`src/rtl/csb_master_falcon2csb_fifo.sv`:
```
// Response FIFO on the falcon-to-CSB return path: flop storage, valid/busy
// handshake on both sides, occupancy count and idle flag for clock gating.
module csb_master_falcon2csb_fifo #(
  parameter int WIDTH = 34,
  parameter int DEPTH = 2
) (
  input  logic                         clk,
  input  logic                         reset_,
  input  logic                         wr_req,
  output logic                         wr_busy,
  input  logic [WIDTH-1:0]             wr_data,
  output logic                         rd_req,
  input  logic                         rd_busy,
  output logic [WIDTH-1:0]             rd_data,
  output logic [$clog2(DEPTH+1)-1:0]   wr_count,
  output logic                         fifo_idle,
  input  logic [31:0]                  pwrbus_ram_pd
);

  localparam int AW = $clog2(DEPTH);
  localparam int CW = $clog2(DEPTH+1);
  localparam logic [AW-1:0] LAST_ADR = AW'(DEPTH - 1);
  localparam logic [CW-1:0] FULL_CNT = CW'(DEPTH);

  logic [WIDTH-1:0] ram [DEPTH];
  logic [AW-1:0]    wr_adr;
  logic [AW-1:0]    rd_adr;
  logic             push;
  logic             pop;
  logic             unused_pwrbus;

  // Explicit wrap so non-power-of-two depths never walk past the last entry.
  function automatic logic [AW-1:0] next_ptr(input logic [AW-1:0] ptr);
    return (ptr == LAST_ADR) ? '0 : ptr + AW'(1);
  endfunction

  assign wr_busy   = (wr_count == FULL_CNT);
  assign rd_req    = (wr_count != '0);
  assign push      = wr_req & ~wr_busy;
  assign pop       = rd_req & ~rd_busy;
  assign rd_data   = ram[rd_adr];
  assign fifo_idle = (wr_count == '0) & ~wr_req;

  assign unused_pwrbus = ^pwrbus_ram_pd;

  always_ff @(posedge clk or negedge reset_) begin
    if (!reset_) begin
      wr_adr   <= '0;
      rd_adr   <= '0;
      wr_count <= '0;
    end else begin
      if (push) begin
        wr_adr <= next_ptr(wr_adr);
      end
      if (pop) begin
        rd_adr <= next_ptr(rd_adr);
      end
      if (push && !pop) begin
        wr_count <= wr_count + CW'(1);
      end else if (pop && !push) begin
        wr_count <= wr_count - CW'(1);
      end
    end
  end

  // Payload flops carry no reset; rd_req gates their meaning.
  always_ff @(posedge clk) begin
    if (push) begin
      ram[wr_adr] <= wr_data;
    end
  end

endmodule

```
`config.mk`:
```
export PLATFORM = sky130hd
export DESIGN_NAME = csb_master_falcon2csb_fifo
export DESIGN_NICKNAME = d
export VERILOG_FILES = /design/src/rtl/csb_master_falcon2csb_fifo.sv
export SDC_FILE = /design/constraint.sdc
export NUM_CORES = 1
export LEC_CHECK = 0
export CORE_UTILIZATION = 40
export DETAILED_ROUTE_END_ITERATION = 10
export PLACE_DENSITY_LB_ADDON = 0.05
export REMOVE_ABC_BUFFERS = 1
export SKIP_CTS_REPAIR_TIMING = 1
export SLEW_MARGIN = 10
export SYNTH_ARGS = -nofsm -noshare
export SYNTH_HDL_FRONTEND = slang
export SYNTH_SLANG_ARGS = --single-unit
```
`constraint.sdc`:
```
create_clock -name clk -period 4.5 [get_ports clk]
set_input_delay 1.35 -clock clk [delete_from_list [all_inputs] [get_ports clk]]
set_output_delay 1.35 -clock clk [all_outputs]
set_load 0.02 [all_outputs]
```
Word-level counts from Yosys, hierarchy flattened
Memory sizes are Yosys's and may differ from the RTL's.
Cells that the tools add are included.
{"block": "totals", "register_bits": 4, "ramBits": 68, "inputBits": 70, "output_inout_bits": 39, "word_cells": 28, "n_memories": 1}
{"block": "op_classes", "n_addsub": 4, "n_eq_ne": 1, "muxes": 6, "bitwise_logic": 6, "reduce_logical": 7}
{"memory": "ram", "words": 2, "word_bits": 34, "rd": 1, "rd_ports_with_merged_regs": 0, "wr": 1, "line_no": "25", "rtl": "logic [WIDTH-1:0] ram [DEPTH];"}
{"op": "$mux W1", "n": 4}
{"op": "$mux W2", "n": 2}
{"op": "$reduce_bool A2 Y1", "n": 2}
{"op": "$and A1 B1 Y1", "n": 3}
{"op": "$not A1 Y1", "n": 3}
{"op": "$add A1 B1 Y1 const B", "n": 2}
{"op": "$add A2 B1 Y2 const B", "n": 1}
{"op": "$eq A2 B2 Y1 const B", "n": 1}
{"op": "$logic_and A1 B1 Y1", "n": 2}
{"op": "$logic_not A1 Y1", "n": 2}
{"op": "$logic_not A2 Y1", "n": 1}
{"op": "$sub A2 B1 Y2 const B", "n": 1}

Longest topological paths before layout
Gate-level depths: netlist (run 1).
{"block": "logic_depth", "word_depth": 7, "depth_mapped": 7, "depth_no_buf": 7}

Worst setup path before layout (run 1)
No wires, ideal clock.
{"block": "synth_timing", "path_type": "input port to flip-flop", "from": "in wr_req", "to": "mem ram[0][0] (enable)", "setup_time_ns": 0.425, "t_arrival_ns": 2.876, "t_required_ns": 4.075, "setup_slack_ns": 1.199, "path_stages": 2, "n_path_buf": 0, "cell_sequence": "nand2_1 -> nor2_1"}
{"block": "synth_between", "elab_chain_len": 3}
{"item": "start, declared", "line_no": "9", "rtl": "input logic wr_req,"}
{"item": "$and A1 B1 Y1", "line_no": "39", "rtl": "assign push = wr_req & ~wr_busy;"}
{"item": "$mux W1", "line_no": "68", "rtl": "if (push) begin"}
{"item": "$mux W1 (not written as such)", "line_no": "69", "rtl": "ram[wr_adr] <= wr_data;"}
{"item": "end, declared", "line_no": "25"}
No other way between the ends.

Worst setup path after layout (run 1)
{"block": "layout_timing", "from": "in wr_req", "to": "out fifo_idle"}
{"block": "layout_between", "elab_chain_len": 2}
{"item": "$not A1 Y1", "line_no": "42", "rtl": "assign fifo_idle = (wr_count == '0) & ~wr_req;"}
{"item": "$and A1 B1 Y1", "line_no": "42"}
{"item": "end, declared", "line_no": "16", "rtl": "output logic fifo_idle,"}
No other way between the ends.

==> metrics.md, run 1 <==
| Metric | Value |
|---|---|
| Area contributors post-synth | edfxtp_1 73%, mux2_4 15%, dfrtp_1 3.6% |
| Final estimated routing congestion in global placement | ~0.65 |
| Row count | 30 |
| Total gr overflow | 0 |
| Clk sink count | 72 |
| CP arrival | 2.56 ns |
| Worst IR drop on VDD | 0.431 mV |
| CTS H-tree depth | 3 |
| # diodes | 0 |
| Synth-to-Final Area Change | 36.0% |
| P per Cell Area | approximately 650 nW/µm² |
| Yosys reg bits | 72 |
| Final setup TNS | 0 ns |
| Synthesized instance count | 126 |
| Critical path endpoint category | output port |
| Post-synth top cells | 68 x edfxtp_1, 29 x mux2_4, 5 x mux2_2, 4 x dfrtp_1 |
| Mean Syn Cell Area | 22.3 µm² |
| Share of cells above drive strength 1 | 23.7% |
| Setup CP Type | in -> out |
| Max Slew Vio Count | 0 |
| CP startpoint kind | primary input |
| # port buffers | 76 |
| Required time of the critical path | 3.15 ns |
| Final min period | just under 4 ns |
| Slew margin rel. | 32.9% |
| Top cell by count, worst path | clkdlybuf4s50_1 |
| Top-count cell post-synth | edfxtp_1 |
| Placed insts | 295 |
| Status | finished clean |
| Critical Path Fanout Max | 3 |
| CP max-delay cell | clkdlybuf4s50_1 |
| Clock transition at the registers of the reported paths | ~0.06 ns |
| Yosys top cell area share | just over 70% |
| # Max-Cap Violations | 0 |
| Die height | 85.8 µm |
| Fin crit share | 87.0% |
| Detailed Place HPWL | 3000 µm |
| Initial antenna violation count | 0 |
| Endpoints failing setup | 0 |
| Pleak | 1.39 nW |
| Die W | 85.8 µm |
| Longest Clk Path Bufs | 2 |
| Via Count | 1378 |
| CTS tree | done |
| Netlist cell types | 16 |
| CP Cell Sequence | clkdlybuf4s50_1 -> nor2_1 -> clkdlybuf4s50_1 |
| Post-layout util | between 50% and 60% |
| Overall Global Routing Usage | roughly an eighth |
| Vias in the first global route | ~1.4k |
| WHS | just over 0.5 ns |
| IO Pins | 109 |
| Total Power | 2.47 mW |
| Slowest stage delay, CP | 0.62 ns |
| DR DRC count | 0 |
| Final nets | 281 |
| First-pass GRT wire length | 6870 µm |
| F_max | 256 MHz |
| Final cell count without fillers | 311 |
| 1st-iter DRT viols | between 50 and 60 |
| Largest net degree at the start of global routing | 35 |
| Die ar. | 7370 µm² |
| WL/cell | 14.9 µm |
| First drt pass iteration count | 5 |
| EDFF count, synth | 68 |
| Endpoints failing hold | 0 |
| Core area | between 6000 and 7000 µm² |
| Total CTS buffers | 9 |
| Worst hold path type | reg -> reg |
| Clk root buf | clkbuf_8 |
| Register area share after synthesis | 76.2% |
| Syn. warnings | 0 |
| Top_reg_cell synth | edfxtp_1 |
| RSZ-0062 raised after global routing | false |
| Final Skew | 0.00613 ns |
| Detail Route Antenna Nets | 0 |
| Slew @ Worst Pin | 1.00 ns |
| Initial Util | 41.4% |
| Synthesized area | 2810 µm² |
| Area leader, netlist | edfxtp_1 |
| Worst-Skew Late Latency | ~0.33 ns |
| Average vias per placed instance | about 4.4 |
| Final WL | 4630 µm |
| Ys async rst share | 5.56% |
==> metal layers <==
layer  vias to the layer above  part of all wire, %  GRT usage (%)
met2                        47                   52           21.6
met1                       671                   40           14.6
met3                        10                  5.5           4.23
li1                        650                    -              -
met4                         0                  2.3           8.18
met5                         -                    0              0
==> worst paths after layout <==
kind,from,to,slack [ns],cells past startpoint
setup / recovery,wr_req,fifo_idle,0.59,3
hold / removal,wr_count[1]$_DFFE_PN0P_,wr_count[1]$_DFFE_PN0P_,0.52,1
setup reg to reg,wr_count[0]$_DFFE_PN0P_,ram[0][32]$_DFFE_PP_,2.57,3
hold reg to reg,wr_count[1]$_DFFE_PN0P_,wr_count[1]$_DFFE_PN0P_,0.52,1
max in group asynchronous,reset_,rd_adr$_DFFE_PN0P_,3.09,1
min in group asynchronous,reset_,wr_count[0]$_DFFE_PN0P_,1.23,1
==> cell families (layout without fill, tap and decap cells) <==
group,count (synthesis),in the layout,share of synthesized area [%]
xor+xnor,5,5,1.56
fa+ha+maj,1,1,0.445
buf+inv,6,95,2.80
flops,72,72,76.2
mux,34,34,17.5
simple gates,8,8,1.51
==> worst max-delay path, delay by kind of cell <==
family | cells | cell delay, ns
buffers and inverters | 2 | 1.07
and+or+nand+nor | 1 | 0.14
==> cell usage in the layout (no fill, tap or decap), drive strengths merged <==
| master | n |
|---|---|
| mux2 | 34 |
| xnor2 | 3 |
| ha | 1 |
| edfxtp | 68 |
| clkinv | 1 |
| clkbuf | 15 |
| inv | 2 |
| or2 | 1 |
| buf | 1 |
| xor2 | 2 |
| dfrtp | 4 |
| nor2 | 3 |
| and3 | 1 |
| nand2 | 1 |
| nand2b | 2 |
| clkdlybuf4s50 | 76 |
==> cell type report <==
type	count	area (µm²)
tap	96	120
sequential	72	2140
multi-input combinational	48	599
clock buffer	15	166
timing repair buffer	77	781
fill	537	2970
clock inverter	1	5.00
inverter	2	7.51
==> sequential cells by signal (all words and copies together) (netlist names) <==
name and cells:
wr_count 2, wr_adr 1, rd_adr 1, ram 68
==> where the power goes <==
part / switching, mW / internal, mW
registers: 0.0893 / 0.922
clock network: 0.208 / 0.231
logic: 0.470 / 0.552
==> metrics by stage <==
step | cell area [µm²] | worst slack, ns
after floorplan | 2740 | 1.20
after CTS | 3820 | 0.575
final | 3820 | 0.587
after global placement | 3650 | 0.654
after global routing | 3820 | 0.552
after detailed placement | 3650 | 0.580
Power figures use the tool's default switching activity.
==> run 2: changes to the inputs <==
Settings changed: HOLD_SLACK_MARGIN set to 0.03, SLEW_MARGIN 10 to 30.
==> run 2 against run 1 <==
Compared with the run above: highest routed layer unchanged; power rose by 0.76%; core utilization increased by 0.41 points; maximum frequency decreased by 0.58%; clock power barely moved; first-iteration DRC count grew 1.9%; wire length up 0.17%; critical path type unchanged; critical endpoint unchanged; non-clock buffer count is 1 higher; global-route usage is the same; cell count rose by 0.32%.
==> metrics.md, run 2 (synthesized netlist as in run 1, its figures left out) <==
| Metric | Value |
|---|---|
| Initial Util | 41.4% (unchanged) |
| Detailed Place HPWL | 3000 µm (unchanged) |
| Overall Global Routing Usage | 13.0% (unchanged) |
| Vias in the first global route | 1403 (unchanged) |
| Critical path endpoint category | output port |
| Core area | 6790 µm² (unchanged) |
| Endpoints failing hold | 0 (unchanged) |
| Synth-to-Final Area Change | 36.9% |
| # diodes | 0 (unchanged) |
| Reg2Reg Setup Slack | 2.69 ns (+0.12 ns) |
| Via Count | 1372 (-0.44%) |
| Largest net degree at the start of global routing | 35 (unchanged) |
| Endpoints failing setup | 0 (unchanged) |
| F_max | 254 MHz (-0.58%) |
| Final Skew | 0.00667 ns (+0.000544 ns) |
| Final nets | 282 (+0.36%) |
| Status | finished clean |
| Critical Path Fanout Max | 3 (unchanged) |
| Row count | 30 (unchanged) |
| Top flop regs | ram: 68 flops, wr_count: 2 flops |
| Final WL | 4640 µm (+0.17%) |
| Fin crit share | 87.5% (+0.51 points) |
| Die W | 85.8 µm (unchanged) |
| Clk root buf | clkbuf_8 |
| Reg-to-reg startpoint | wr_count[0]$_DFFE_PN0P_ |
| # Max-Cap Violations | 0 (unchanged) |
| CP Cell Sequence | clkdlybuf4s50_1 -> nor2_1 -> clkdlybuf4s50_1 |
| Fill count | 535 (-0.37%) |
| Slowest stage delay, CP | 0.62 ns (about the same) |
| 1st-iter DRT viols | 53 (+1.9%) |
| Die height | 85.8 µm (unchanged) |
| Post-Place Setup Slack | 0.580 ns (unchanged) |
| CP max-delay cell | clkdlybuf4s50_1 |
| Max Slew Vio Count | 0 (unchanged) |
| Worst hold path type | reg -> reg |
| Hold EP | wr_count[1]$_DFFE_PN0P_ |
| Largest register FFs | 68 (unchanged) |
| Final setup TNS | 0 ns (unchanged) |
| DR DRC count | 0 (unchanged) |
| Required time of the critical path | 3.15 ns (about the same) |
| Top cell by count, worst path | clkdlybuf4s50_1 |
| Initial antenna violation count | 0 (unchanged) |
| Final estimated routing congestion in global placement | 0.655 (unchanged) |
| CP startpoint kind | primary input |
| Most frequent cells in the layout | 76 x clkdlybuf4s50_1, 68 x edfxtp_1, 29 x mux2_4 |
| Average vias per placed instance | 4.40 (-0.75%) |
| IO Pins | 109 (unchanged) |
| CTS H-tree depth | 3 (unchanged) |
| CTS tree | done |
| Min-delay src | wr_count[1]$_DFFE_PN0P_ |
| Hold Path Cell Cnt | 1 (unchanged) |
| Total CTS buffers | 9 (unchanged) |
| RSZ-0062 raised after global routing | false |
| Total gr overflow | 0 (unchanged) |
| Worst-Skew Late Latency | 0.33 ns (about the same) |
| Final worst slack | 0.564 ns (-0.0229 ns) |
| First-pass GRT wire length | 6870 µm (unchanged) |
| Share of cells above drive strength 1 | 24.1% (+0.35 points) |
| Pleak | 1.40 nW (+0.85%) |
| Final min period | 3.94 ns (+0.0229 ns) |
| Slew margin rel. | 44.3% (+11 points) |
| Worst r2r path cells | 4 (+1) |
| Clk sink count | 72 (unchanged) |
| Largest Register | ram |
| P per Cell Area | 647 nW/µm² (about the same) |
| WL/cell | 14.9 µm (-0.15%) |
| # port buffers | 76 (unchanged) |
| Setup CP Type | in -> out |
| Commonest non-fill, non-tap cell in the layout | clkdlybuf4s50_1 |
| Clock transition at the registers of the reported paths | 0.06 ns (about the same) |
| Die ar. | 7370 µm² (unchanged) |
| First drt pass iteration count | 4 (-1) |
| Post-layout util | 56.7% (+0.41 points) |
| Slew @ Worst Pin | 0.835 ns (-0.169 ns) |
| CP arrival | 2.59 ns (+0.03 ns) |
| Detail Route Antenna Nets | 0 (unchanged) |
| Worst IR drop on VDD | 0.431 mV (-0.16%) |
| Longest Clk Path Bufs | 2 (unchanged) |
| FF-to-FF End | ram[0][28]$_DFFE_PP_ |
run 2: changes by cell type in the layout (fill, tap and decap cells not counted), sizes merged:
cell / change
buf: +1
run 2: power by group:
group          switching (mW)  internal, mW
logic                   0.474         0.568
registers              0.0892         0.921
clock network           0.208         0.231
total                   0.772          1.72
run 2: through the flow:
stage	hold slack, ns	power [mW]	instances	instance area [µm²]
floorplan	0.460	1.63	122	2740
detailed placement	0.508	2.06	295	3650
CTS	0.517	2.51	311	3820
finish	0.521	2.49	312	3850
global route	0.565	2.61	312	3850
global placement	0.497	2.03	295	3650
run 2: cell type report:
| class | count | area, µm² | share of cell area, % |
|---|---|---|---|
| Sequential cell | 72 | 2140 | 55.7 |
| Clock buffer | 15 | 166 | 4.32 |
| Timing Repair Buffer | 78 | 808 | 21.0 |
| Multi-Input combinational cell | 48 | 599 | 15.6 |
| Tap cell | 96 | 120 | 3.12 |
| Inverter | 2 | 7.51 | 0.195 |
| Clock inverter | 1 | 5.00 | 0.130 |
run 2: worst max-delay path: cells and delay by family:
family                 cells  cell delay (ns)
buffers and inverters      2             1.07
and+or+nand+nor            1             0.16
run 2: how the worst max path moves through the flow:
| stage | slack (ns) | end | startpoint |
|---|---|---|---|
| 2_1_floorplan | 1.20 | ram[0][0]$_DFFE_PP_ | wr_req |
| 3_3_place_gp | 0.65 | fifo_idle | wr_req |
| 3_5_place_dp | 0.58 | fifo_idle | wr_req |
| 4_1_cts | 0.58 | fifo_idle | wr_req |
| 5_1_grt | 0.56 | fifo_idle | wr_req |
| 6_report | 0.56 | fifo_idle | wr_req |
run 2: metal layers:
layer | vias up | GRT usage (%) | share of wire (%)
li1 | 655 | - | -
met1 | 660 | 14.6 | 40
met2 | 47 | 21.6 | 52
met3 | 10 | 4.23 | 5.5
met4 | 0 | 8.18 | 2.3
met5 | - | 0 | 0
